==> config.mk <==
export PLATFORM = sky130hd
export DESIGN_NAME = can_tx_scheduler
export DESIGN_NICKNAME = d
export VERILOG_FILES = /design/src/rtl/can_tx_scheduler.sv
export SDC_FILE = /design/constraint.sdc
export NUM_CORES = 1
export LEC_CHECK = 0
export BUFFER_PORTS_ARGS = -buffer_cell sky130_fd_sc_hd__clkbuf_2
export CORE_ASPECT_RATIO = 0.75
export CORE_MARGIN = 4
export CORE_UTILIZATION = 31
export DETAILED_ROUTE_END_ITERATION = 6
export GPL_ROUTABILITY_DRIVEN = 0
export PLACE_DENSITY = 0.69
export REMOVE_ABC_BUFFERS = 1
export SLEW_MARGIN = 20
export SYNTH_ARGS = -nofsm -noshare
export SYNTH_HDL_FRONTEND = slang
export SYNTH_SLANG_ARGS = --single-unit
==> constraint.sdc <==
create_clock -name clk -period 2.4 [get_ports clk]
set_input_delay 0.48 -clock clk [delete_from_list [all_inputs] [get_ports clk]]
set_output_delay 0.48 -clock clk [all_outputs]
set_load 0.02 [all_outputs]
==> src/rtl/can_tx_scheduler.sv <==
// Shares one CAN transmitter among NUM_MB mailboxes: lowest identifier wins, with retry, arbitration-loss and IFS handling.
// Optional TX_WATCHDOG_EN adds a baud-tick timeout on the transmitter handshake and a watchdog_trip pulse.
`timescale 1ns/1ps
module can_tx_scheduler #(
    parameter int NUM_MB    = 4,
    parameter int ID_W      = 11,
    parameter int DATA_W    = 64,
    parameter int MAX_RETRY = 8,
    parameter int IFS_BITS  = 3
) (
    input  logic                     clk,
    input  logic                     RESET_N,
    input  logic                     baud_clk,
    input  logic [NUM_MB-1:0]        mb_req,
    input  logic [NUM_MB*ID_W-1:0]   mb_id,
    input  logic [NUM_MB*DATA_W-1:0] mb_data,
    output logic [NUM_MB-1:0]        mb_done,
    output logic [NUM_MB-1:0]        mb_err,
    output logic [ID_W-1:0]          tx_address,
    output logic [DATA_W-1:0]        tx_data,
    output logic                     send_data,
    input  logic                     tx_busy,
    input  logic                     tx_ok,
    input  logic                     arb_lost,
    input  logic                     tx_fail,
`ifdef TX_WATCHDOG_EN
    output logic                     watchdog_trip,
`endif
    output logic [2:0]               active_mb
);

    typedef enum logic [2:0] {IDLE, SELECT, LAUNCH, WAIT_START, WAIT_END, IFS} state_e;

    state_e              state_q;
    logic [ID_W-1:0]     addr_q;
    logic [DATA_W-1:0]   data_q;
    logic                send_q;
    logic [NUM_MB-1:0]   done_q;
    logic [NUM_MB-1:0]   err_q;
    logic [2:0]          active_q;
    logic [3:0]          retry_q [NUM_MB];
    logic [7:0]          ifs_q;

    logic                win_found;
    logic [2:0]          win_idx;
    logic [ID_W-1:0]     win_id;
    logic [DATA_W-1:0]   win_data;
    logic [NUM_MB-1:0]   act_oh;
    logic [3:0]          cur_retry;
    logic [3:0]          retry_d;
    logic                retry_max;
    logic                start_to;
    logic                end_to;
    logic                fail_now;
    logic                frame_end;

    // Strict '<' keeps the lowest index on identifier ties.
    always_comb begin
        win_found = 1'b0;
        win_idx   = '0;
        win_id    = '0;
        win_data  = '0;
        for (int i = 0; i < NUM_MB; i++) begin
            if (mb_req[i] && (!win_found || (mb_id[i*ID_W +: ID_W] < win_id))) begin
                win_found = 1'b1;
                win_idx   = 3'(i);
                win_id    = mb_id[i*ID_W +: ID_W];
                win_data  = mb_data[i*DATA_W +: DATA_W];
            end
        end
    end

    always_comb begin
        act_oh    = '0;
        cur_retry = '0;
        for (int i = 0; i < NUM_MB; i++) begin
            act_oh[i] = (active_q == 3'(i));
            if (act_oh[i]) cur_retry = retry_q[i];
        end
    end

    assign retry_d   = cur_retry + 4'd1;
    assign retry_max = (retry_d == 4'(MAX_RETRY));
    assign fail_now  = ((state_q == WAIT_START) && start_to) ||
                       ((state_q == WAIT_END) && !tx_ok && (tx_fail || end_to));
    assign frame_end = tx_ok || tx_fail || arb_lost || end_to;

`ifdef TX_WATCHDOG_EN
    logic [15:0] wd_q;
    logic        trip_q;

    always_ff @(posedge clk or negedge RESET_N) begin
        if (!RESET_N) begin
            wd_q   <= '0;
            trip_q <= 1'b0;
        end else begin
            trip_q <= start_to || end_to;
            if ((state_q == LAUNCH) || ((state_q == WAIT_START) && tx_busy))
                wd_q <= '0;
            else if (((state_q == WAIT_START) || (state_q == WAIT_END)) && baud_clk)
                wd_q <= wd_q + 16'd1;
        end
    end

    assign start_to = (state_q == WAIT_START) && !tx_busy && baud_clk && (wd_q == 16'd3);
    assign end_to   = (state_q == WAIT_END) && !tx_ok && !tx_fail && !arb_lost &&
                      baud_clk && (wd_q == 16'd199);
    assign watchdog_trip = trip_q;
`else
    assign start_to = 1'b0;
    assign end_to   = 1'b0;
`endif

    always_ff @(posedge clk or negedge RESET_N) begin
        if (!RESET_N) begin
            state_q  <= IDLE;
            addr_q   <= '0;
            data_q   <= '0;
            send_q   <= 1'b0;
            done_q   <= '0;
            err_q    <= '0;
            active_q <= '0;
            ifs_q    <= '0;
            for (int i = 0; i < NUM_MB; i++) retry_q[i] <= '0;
        end else begin
            send_q <= 1'b0;
            done_q <= '0;
            err_q  <= '0;
            if (fail_now) begin
                err_q <= retry_max ? act_oh : '0;
                for (int i = 0; i < NUM_MB; i++)
                    if (act_oh[i]) retry_q[i] <= retry_max ? 4'd0 : retry_d;
            end
            case (state_q)
                IDLE: if (|mb_req) state_q <= SELECT;
                SELECT: begin
                    if (win_found) begin
                        addr_q   <= win_id;
                        data_q   <= win_data;
                        active_q <= win_idx;
                        state_q  <= LAUNCH;
                    end else begin
                        state_q <= IDLE;
                    end
                end
                LAUNCH: begin
                    send_q  <= 1'b1;
                    state_q <= WAIT_START;
                end
                WAIT_START: begin
                    if (tx_busy) begin
                        state_q <= WAIT_END;
                    end else if (start_to) begin
                        ifs_q   <= '0;
                        state_q <= IFS;
                    end
                end
                WAIT_END: begin
                    if (frame_end) begin
                        ifs_q   <= '0;
                        state_q <= IFS;
                    end
                    if (tx_ok) begin
                        done_q <= act_oh;
                        for (int i = 0; i < NUM_MB; i++)
                            if (act_oh[i]) retry_q[i] <= '0;
                    end
                end
                // Foreign traffic on the bus restarts the idle count.
                IFS: begin
                    if (tx_busy) begin
                        ifs_q <= '0;
                    end else if (baud_clk) begin
                        if (ifs_q == 8'(IFS_BITS - 1)) state_q <= IDLE;
                        else                           ifs_q   <= ifs_q + 8'd1;
                    end
                end
                default: state_q <= IDLE;
            endcase
        end
    end

    assign tx_address = addr_q;
    assign tx_data    = data_q;
    assign send_data  = send_q;
    assign mb_done    = done_q;
    assign mb_err     = err_q;
    assign active_mb  = active_q;

endmodule

==> reports/qor.tcl <==
set qor(status) {finished, violations left}
set qor(failed_checks) {negative setup slack}
set qor(first_iter_violations) 636
set qor(chipHeight_um) 149
set qor(worst-endpoint-arrival_ns) 5.96
set qor(worstRegToRegCells) 5
set qor(final_nets) 1822
set qor(finClkSkew_ns) 0.0114
set qor(worst_r2r_endpoint) {retry_q[12]}
set qor(gr-usage-all-layers) 0.234
set qor(register_area_mm2) 0.00283
set qor(synth_area_mm2) 0.00822
set qor(edff_count_synth) 0
set qor(post_layout_nonfiller_instances) 1837
set qor(cts_tree) {built}
set qor(postRouteWirelength_mm) 39.2
set qor(antenna_found_initial) 1
set qor(timing.critical_path.fanout_max) 5
set qor(place_inst) 1739
set qor(critical_path.slowest_cell) {sky130_fd_sc_hd__ha_4}
set qor(setup_violations) 77
set qor(synthArstFlopShare) 1.00
set qor(ir_drop_mv) 0.598
set qor(synthXorXnorAreaFrac) 0.00213
set qor(yosysUniqueCellTypes) 52
set qor(final_min_period_over_clock_period) 2.35
set qor(relative_slew_margins) 0.543
set qor(std_cell_rows) 51
set qor(globalRouteOverflowTotal) 0
set qor(post-route-drc-count) 0
set qor(power.density_cell_area_mw_per_mm2) 917
set qor(area_growth_syn_to_layout_pct) 65.4
set qor(post_synth_fa_ha_maj_area_fraction) 0.0487
set qor(synth_top_family_by_area) {compound AO/OA/AOI/OAI gates}
set qor(fmax_mhz) 177
set qor(dieWidth_um) 196
set qor(yosys_warnings) 0
set qor(share_of_the_synthesized_area_in_the_top_cell_type) 0.344
set qor(num_io_pins) 398
set qor(htree_num_levels) 4
set qor(share_of_layout_cells_above_drive_strength_1) 0.479
set qor(synth_area_leaders) {sky130_fd_sc_hd__dfrtp_1 (34%), sky130_fd_sc_hd__o211ai_1 (19%), sky130_fd_sc_hd__nand2_1 (12%)}
set qor(first_global_vias) 10100
set qor(placement.cell_area_mm2) 0.0112
set qor(tightest_slew_ns) 0.681
set qor(cell_type_with_the_highest_aggregate_area_in_the_netlist) {sky130_fd_sc_hd__dfrtp_1}
set qor(io_buffer_count) 396
set qor(final.setup.worst_slack_ns) -3.25
set qor(cts.sinks) 113
set qor(first_pass_grt_wire_length_mm) 54.6
set qor(design.core.area_mm2) 0.0260
set qor(p_leak_uw) 0.00608
set qor(drtAntennaViolNets) 0
set qor(path_class) {in -> reg}
set qor(hp-class) {in -> async}
set qor(max_cap_viols) 0
set qor(wl_per_cell_um) 21.3
set qor(synth_top_flop_cell) {sky130_fd_sc_hd__dfrtp_1}
set qor(drt-vias-per-instance) 5.59
set qor(p_total_uw) 12500
set qor(dr.pass1.iters) 5
set qor(number_of_flip_flops_and_latches_in_the_synthesized_netlist) 113
set qor(synth_sequential_area_ratio) 0.344
set qor(postLayoutCoreUtil) 0.522
set qor(max-clock-path-buffers) 2
set qor(final_max_slew_viol_count) 0
set qor(num_vias) 10300
set qor(crit_path_end_kind) {flop}
set qor(synth_simple_gate_area_frac) 0.176
set qor(number_of_buffers_inserted_for_hold_repair_after_clock_tree_synthesis) 0
set qor(dieArea_mm2) 0.0292
set qor(synthesis.area_per_instance_um2) 8.20
set qor(cts_buf_count) 17
set qor(rsz0062_at_grt) {yes}
set qor(stdcell_area_mm2) 0.0136
set qor(synthesis.instances) 1002
set qor(compound_gate_portion_of_the_synthesized_area) 0.342
set qor(r2r_start) {active_mb[0]}
set qor(totalNegativeSetupSlack_ns) -247.08
set qor(critPathLaunchType) {input port}
set qor(fillerInstances) 2385
set qor(finalWorstPathRequiredPeriod_ns) 5.65
set qor(clock_transition_time_at_the_flip_flop_clock_pins_of_the_worst_setup_and_hold_paths_ns) 0.06
set qor(cp_slowest_stage_delay_ns) 0.33
set qor(synth.area.mux_share) 0.0231
set qor(clock_insertion_delay_worst_skew_ns) 0.41
set qor(dp.final_hpwl_mm) 25.2
set qor(r2r_setup_slack_ns) 0.29
set qor(hold_viol_final) 0
set qor(floorplan.initialDensity) 0.316
set qor(cts_root_buf) {sky130_fd_sc_hd__clkbuf_16}
set qor(critical_path_required_ns) 2.72
set qor(multi_input_comb_area_mm2) 0.00576
set qor(grt_max_degree) 71
[Yosys cell counts (13+ instances only)]
library cell and number:
sky130_fd_sc_hd__nor2_1 27, sky130_fd_sc_hd__o211ai_1 203, sky130_fd_sc_hd__dfrtp_1 113, sky130_fd_sc_hd__nand2_1 254, sky130_fd_sc_hd__clkbuf_1 80, sky130_fd_sc_hd__nand2b_1 18, sky130_fd_sc_hd__o2111ai_1 75, sky130_fd_sc_hd__inv_1 16
sky130_fd_sc_hd__a21oi_1 17, sky130_fd_sc_hd__buf_2 13, sky130_fd_sc_hd__ha_1 32, sky130_fd_sc_hd__o21ai_0 36
[registers in the layout, summed over array words and instances, names as in the netlist]
register / flops
active_mb: 2
ifs_q: 8
mb_done: 4
mb_err: 4
retry_q: 16
send_data: 1
state_q: 3
tx_address: 11
tx_data: 64
[power by group]
part	internal (µW)	switching (µW)	leakage [µW]
combinational	2710	3980	0.00435
sequential	2640	539	0.00145
clock	1480	1110	0.000282
[timing repair]
action,CTS,global route
pin swaps,39,109
gates cloned,9,13
resized for setup,86,101
endpoints found under the setup margin,77,77
buffers inserted,38,12
hold endpoints to repair,0,0
[worst max-delay path by stage]
stage              start             end  slack [ns]  depth (start not counted)
2_1_floorplan   mb_id[4]   tx_address[0]      -10.13                         23
3_3_place_gp   mb_req[0]     tx_data[50]       -3.57                         31
3_5_place_dp   mb_req[0]     tx_data[24]       -3.80                         32
4_1_cts        mb_req[0]     tx_data[44]       -2.94                         33
5_1_grt        mb_req[0]     tx_data[57]       -3.48                         34
6_report       mb_req[0]  tx_address[10]       -3.25                         34
[layout by cell type (no fill, tap or decap), types with 14 or more instances in the layout]
cell and count:
sky130_fd_sc_hd__buf_4 112, sky130_fd_sc_hd__clkbuf_2 394, sky130_fd_sc_hd__dfrtp_1 113, sky130_fd_sc_hd__o2111ai_1 42, sky130_fd_sc_hd__nand2_1 240, sky130_fd_sc_hd__o2111ai_2 24
sky130_fd_sc_hd__o21ai_0 26, sky130_fd_sc_hd__inv_1 14, sky130_fd_sc_hd__ha_1 14, sky130_fd_sc_hd__nand2b_1 18, sky130_fd_sc_hd__nor2_1 23, sky130_fd_sc_hd__clkbuf_16 27
sky130_fd_sc_hd__ha_4 17, sky130_fd_sc_hd__o211ai_1 203, sky130_fd_sc_hd__buf_12 23
[critical path, delay by kind of cell]
family | cells | cell delay [ns]
AO/OA/AOI/OAI | 13 | 2.14
adder cells (fa/ha/maj) | 3 | 0.92
buffers and inverters | 8 | 1.03
multiplexers | 1 | 0.22
AND/OR/NAND/NOR | 9 | 1.17
[layout make-up]
cell class | instances | area share
Antenna cell | 1 | 0.000184
Timing Repair Buffer | 563 | 0.289
Tap cell | 344 | 0.0317
Inverter | 16 | 0.00442
Clock buffer | 17 | 0.0313
Clock inverter | 15 | 0.0119
Sequential cell | 113 | 0.208
Multi-Input combinational cell | 768 | 0.424
[layer usage]
layer	share of wire	global-route usage	up-vias
li1	-	-	4757
met1	0.40	0.289	4875
met2	0.48	0.392	529
met3	0.072	0.0549	109
met4	0.048	0.103	0
met5	0	0	-
[logic make-up (layout without fill, tap and decap cells)]
| logic type | count (synthesis) | in the layout |
|---|---|---|
| AOI/OAI and AO/OA | 372 | 373 |
| xor gates and xnor gates | 2 | 2 |
| adders and majority gates | 32 | 32 |
| buffers and inverters | 122 | 611 |
| DFF | 113 | 113 |
| muxes | 14 | 14 |
| other | 1 | 2 |
| and+or+nand+nor | 346 | 346 |
[through the flow]
stage	setup WS [ns]	hold slack [ns]
floorplan	-10.13	0.184
CTS	-2.94	0.00131
global placement	-3.57	0.448
detailed placement	-3.80	0.455
global route	-3.48	0.0156
finish	-3.25	0.00944
No activity file was read; power rests on OpenSTA's default activity.
